## config.mk

```make
export PLATFORM = sky130hd
export DESIGN_NAME = seg_reveal_seq
export DESIGN_NICKNAME = d
export VERILOG_FILES = /design/src/rtl/seg_reveal_seq.sv
export SDC_FILE = /design/constraint.sdc
export NUM_CORES = 1
export LEC_CHECK = 0
export CORE_UTILIZATION = 40
export CTS_BUF_LIST = sky130_fd_sc_hd__clkbuf_8
export DETAILED_ROUTE_END_ITERATION = 10
export PLACE_DENSITY = 0.61
export SETUP_SLACK_MARGIN = 0.4
export SLEW_MARGIN = 20
export SYNTH_ARGS = -nofsm -noshare
export SYNTH_HDL_FRONTEND = slang
export SYNTH_SLANG_ARGS = --single-unit
```

## constraint.sdc

```tcl
create_clock -name clk -period 3.1 [get_ports clk]
set_clock_uncertainty 0.05 [all_clocks]
set_input_delay 0.31 -clock clk [delete_from_list [all_inputs] [get_ports clk]]
set_output_delay 0.31 -clock clk [all_outputs]
set_load 0.02 [all_outputs]
```

## src/rtl/seg_reveal_seq.sv

```systemverilog
// Seven-segment reveal sequencer: latches NUM_DIGITS hex digits and steps
// through single / cumulative / rotate reveal patterns, or shows all digits.
module seg_reveal_seq #(
  parameter int NUM_DIGITS = 4,
  parameter int TICK_DIV   = 25000000,
  parameter int ACTIVE_LOW = 1
) (
  input  logic                                clk,
  input  logic                                rst,
  input  logic                                en,
  input  logic                                load,
  input  logic [1:0]                          mode,
  input  logic [4*NUM_DIGITS-1:0]             digits_in,
  output logic [7*NUM_DIGITS-1:0]             seg,
  output logic [$clog2(NUM_DIGITS+2)-1:0]     step,
  output logic                                wrap
);

  localparam int          SW = $clog2(NUM_DIGITS + 2);
  localparam int          CW = (TICK_DIV > 1) ? $clog2(TICK_DIV) : 1;
  localparam int unsigned ND = NUM_DIGITS;

  localparam logic [CW-1:0] CNT_LAST    = CW'(TICK_DIV - 1);
  localparam logic [SW-1:0] LAST_REVEAL = SW'(NUM_DIGITS + 1);
  localparam logic [SW-1:0] LAST_ROT    = SW'(NUM_DIGITS - 1);
  localparam logic [6:0]    BLANK       = 7'h7F;
  localparam logic [7*NUM_DIGITS-1:0] SEG_BLANK =
    (ACTIVE_LOW != 0) ? {NUM_DIGITS{BLANK}} : '0;

  typedef enum logic [1:0] {
    MODE_SINGLE = 2'd0,
    MODE_CUMUL  = 2'd1,
    MODE_ROTATE = 2'd2,
    MODE_STATIC = 2'd3
  } mode_e;

  logic [CW-1:0]           r_cnt;
  logic [SW-1:0]           r_step;
  logic                    r_wrap;
  logic [4*NUM_DIGITS-1:0] r_latch;
  mode_e                   r_mode;
  logic [7*NUM_DIGITS-1:0] r_seg;

  mode_e                   w_mode_in;
  logic                    w_tick;
  logic                    w_restart;
  logic [SW-1:0]           w_last;
  logic [7*NUM_DIGITS-1:0] w_seg_next;
  logic                    w_lit;
  logic [3:0]              w_nib;
  logic [6:0]              w_dseg;

  function automatic logic [6:0] hex_to_seg(input logic [3:0] v);
    logic [6:0] s;
    case (v)
      4'h0: s = 7'h40;
      4'h1: s = 7'h79;
      4'h2: s = 7'h24;
      4'h3: s = 7'h30;
      4'h4: s = 7'h19;
      4'h5: s = 7'h12;
      4'h6: s = 7'h02;
      4'h7: s = 7'h78;
      4'h8: s = 7'h00;
      4'h9: s = 7'h10;
      4'hA: s = 7'h08;
      4'hB: s = 7'h03;
      4'hC: s = 7'h46;
      4'hD: s = 7'h21;
      4'hE: s = 7'h06;
      default: s = 7'h0E;
    endcase
    return s;
  endfunction

  assign w_mode_in = mode_e'(mode);
  assign w_tick    = en && (r_cnt == CNT_LAST);
  assign w_restart = load || (w_mode_in != r_mode);
  assign w_last    = (r_mode == MODE_ROTATE) ? LAST_ROT : LAST_REVEAL;

  // Segment image is built from the registered step/latch/mode, giving the
  // one-cycle lag between a step change and the pins.
  always_comb begin
    w_seg_next = '0;
    w_lit      = 1'b0;
    w_nib      = '0;
    w_dseg     = BLANK;
    for (int unsigned k = 0; k < ND; k++) begin
      w_lit = 1'b0;
      w_nib = r_latch[4*k +: 4];
      case (r_mode)
        MODE_SINGLE: w_lit = (r_step == LAST_REVEAL) || (32'(r_step) + k == ND);
        MODE_CUMUL:  w_lit = (r_step != '0) && (32'(r_step) + k >= ND);
        MODE_ROTATE: begin
          w_lit = 1'b1;
          w_nib = r_latch[4*((k + ND - 32'(r_step)) % ND) +: 4];
        end
        default:     w_lit = 1'b1;
      endcase
      w_dseg = w_lit ? hex_to_seg(w_nib) : BLANK;
      w_seg_next[7*k +: 7] = (ACTIVE_LOW != 0) ? w_dseg : ~w_dseg;
    end
  end

  always_ff @(posedge clk or negedge rst) begin
    if (!rst) begin
      r_cnt   <= '0;
      r_step  <= '0;
      r_wrap  <= 1'b0;
      r_latch <= '0;
      r_mode  <= MODE_SINGLE;
      r_seg   <= SEG_BLANK;
    end else begin
      r_seg  <= w_seg_next;
      r_wrap <= 1'b0;
      if (w_restart) begin
        r_cnt  <= '0;
        r_step <= '0;
        r_mode <= w_mode_in;
        if (load) r_latch <= digits_in;
      end else if (en) begin
        r_cnt <= w_tick ? '0 : r_cnt + 1'b1;
        if (w_tick && (r_mode != MODE_STATIC)) begin
          if (r_step == w_last) begin
            r_step <= '0;
            r_wrap <= 1'b1;
          end else begin
            r_step <= r_step + 1'b1;
          end
        end
      end
    end
  end

  assign seg  = r_seg;
  assign step = r_step;
  assign wrap = r_wrap;

endmodule

```

==> impl_metrics.csv <==
group,metric,value,unit
outcome,outcome,"finished, final reports clean",
route,highest_layer,"met4",
timing,finalSetupViolCount,0,
clock_tree,ctsLongestPathBuffers,2,
logic_synthesis,synth_cell_type_count,73,
timing,worst_slew_pin_slew,951,ps
global_routing,track_usage,20.3,%
place,dpl.hpwl,9130,um
logic_synthesis,synth_top_area_share,22.9,%
clock_tree,cts-buffers-inserted,9,
logic_synthesis,synthFlopType,"dfrtp_1",
logic_synthesis,syn_area_per_cell,9.72,sq um
logic_synthesis,ys_ff_latch,75,
global_routing,grt_pass1_vias,4186,
clock_tree,cts_tree,"yes",
clock_tree,cts_root_buffer,"clkbuf_8",
logic_synthesis,async_reset_ff_share,100,%
clock_tree,cts_sinks,75,
place,gp_congestion,0.908,
critical_path,crit_family,"compound AO/OA/AOI/OAI gates",
floorplan,start_util,40.9,%
layout,nFillCells,1180,
route,wl_per_cell,16.7,um
global_routing,antenna_found_initial,0,
timing,period_share,83.5,%
timing,relSlewSlack,36.6,%
global_routing,grt_max_degree,76,
logic_synthesis,synth.area.top_cells,"dfrtp_1 23%, dfstp_2 14%, ha_1 8.8%",
timing,hold_slack,67.4,ps
logic_synthesis,syn_area,5140,sq um
hold_path,hp-class,"primary input to async pin",
route,met2WireLength,5920,um
logic_synthesis,ys_warn_count,0,
critical_path,worst-path-stages,7,
critical_path,start_kind,"flip-flop",
layout,layout.nets,639,
logic_synthesis,synth-edff-count,0,
power,power.density,418,nW/um^2
route,drt_first_pass_iters,6,
global_routing,grt_pass1_wl,21100,um
logic_synthesis,yosysMostFrequentCell,"dfrtp_1",
critical_path,required,3310,ps
clock_tree,insertion_delay,350,ps
timing,max_freq,0.387,GHz
critical_path,cp-end-kind,"flip-flop",
floorplan,die_area,13300,sq um
critical_path,critical_path_class,"flip-flop to flip-flop",
clock_tree,cts_hold_buf,0,
route,wl_met3,613,um
layout,finalInstanceArea,6140,sq um
critical_path,cpPeakStageDelay,530,ps
logic_synthesis,seq_area_frac_synth,37.2,%
layout,drive_gt1_share,17.6,%
floorplan,die_h,115,um
critical_path,path_max_fanout,24,
route,antenna_left,0,
route,drt_iter0_markers,293,
timing,rsz0062_at_grt,"false",
floorplan,num_rows,41,
layout,area_delta_synth_final,19.5,%
logic_synthesis,syn_inst,529,
route,vias,4296,
place,io_buffers,53,
floorplan,die_w,115,um
layout,diodes,0,
logic_synthesis,netlist.top_cell.by_area,"dfrtp_1",
logic_synthesis,synth_fp_nets,587,
timing,finalHoldViolCount,0,
critical_path,cp_slowest_cell,"dfrtp_2",
timing,slew_viol_final,0,
clock_tree,cts_max_level,3,
critical_path,reg2regPathDepth,7,
critical_path,cp_cell_sequence,"buf_4, mux2i_2, o221ai_4, ha_1, nor3b_1, a2111oi_1, nor2_1",
route,wl_met1,5950,um
place,placed_area,5880,sq um
route,viasPerCell,5.68,
floorplan,core,12600,sq um
power,ir_drop,0.198,mV
route,drt_wl_total,12600,um
logic_synthesis,yosys-top-cells-count,"47 x dfrtp_1, 39 x nor2_1, 37 x nand2_1, 36 x ha_1, 28 x dfstp_2",
job,maxCapViolCount,0,
route,drc,0,
timing,fin_tns_setup,0,ps
critical_path,cp_num_buf_inv,1,
floorplan,io_pins,54,
global_routing,grt_overflow,0,
clock_tree,clkTransAtPathRegs,80,ps
power,power.leakage,2.36,nW
timing,min_period,2590,ps
critical_path,cp.arrival,2800,ps
[flip-flops by register name, indices dropped and copies added (netlist names)]
register  flops
step          3
r_cnt        25
r_latch      16
seg          28
wrap          1
r_mode        2
[logic make-up (layout without fill, tap and decap cells)]
logic type	Yosys count	in the layout	share of synthesized area [%]
and+or+nand+nor	184	184	20.0
adders and majority gates	36	36	8.76
buffers and inverters	54	110	4.92
AOI/OAI and AO/OA	120	120	16.7
DFF	75	75	37.2
muxes	40	40	8.96
xor gates and xnor gates	20	20	3.41
[cell type report]
| class | count | area, sq um | share of cell area, % |
|---|---|---|---|
| Inverter | 25 | 93.8 | 1.53 |
| Timing Repair Buffer | 70 | 656 | 10.7 |
| Clock inverter | 5 | 53.8 | 0.876 |
| Tap cell | 172 | 215 | 3.50 |
| Sequential cell | 75 | 1910 | 31.1 |
| Clock buffer | 10 | 138 | 2.24 |
| Multi-Input combinational cell | 400 | 3070 | 50.0 |
[worst register-to-register path, cell delays in order, from the launching register on]
cell       delay (ps)
dfrtp_2           530
buf_4             340
mux2i_2           410
o221ai_4          200
ha_1              270
nor3b_1           160
a2111oi_1         440
nor2_1            110
[placed cells by master (no fill, tap or decap), types with 5 or more instances in the layout]
cell	instances
a21oi_1	27
and2_1	5
buf_4	18
clkbuf_8	10
clkdlybuf4s50_1	52
dfrtp_1	46
dfstp_2	28
ha_1	35
inv_1	24
mux2_2	16
mux2i_1	13
nand2_1	37
nand3_1	21
nand4_1	12
nor2_1	39
nor2b_1	8
nor3_1	12
o211ai_1	6
o21ai_0	5
o21ai_1	14
o221ai_1	16
o31ai_1	7
xnor2_1	11
xor2_1	9
[metrics by stage]
step / power (mW) / setup WS, ps / utilization, % / std cells
3_5_place_dp: 1.82 / 390 / 46.7 / 740
6_report: 2.57 / 513 / 48.9 / 757
4_1_cts: 2.59 / 431 / 48.6 / 757
5_1_grt: 2.72 / 395 / 48.9 / 757
2_1_floorplan: 1.56 / 403 / - / 529
3_3_place_gp: 1.80 / 549 / 46.7 / 740
[final timing paths]
path,startpoint,slack [ps],to
max in group asynchronous,rst,2290,step[0]
setup / recovery,step[0],510,seg[17]
setup reg to reg,step[0],510,seg[17]
hold / removal,rst,70,r_cnt[13]
hold reg to reg,r_cnt[20],470,r_cnt[20]
min in group clk,mode[0],420,r_mode[0]
[routing by layer]
metal / vias to the layer above / global-route usage (%)
met5: - / 0
met4: 0 / 6.15
met3: 12 / 3.64
met2: 112 / 31.4
met1: 2122 / 28.8
li1: 2050 / -
[power by group]
part	internal, mW	total (mW)	switching (mW)
Sequential	1.09	1.14	0.0513
Clock	0.387	0.752	0.365
Combinational	0.295	0.676	0.381
[repair_timing]
action                                  in CTS  in global routing
endpoints found under the setup margin       1                  5
gates resized for setup                      2                  8
buffers inserted                             2                  0
pin swaps                                    1                  0
Power figures use the tool's default switching activity.
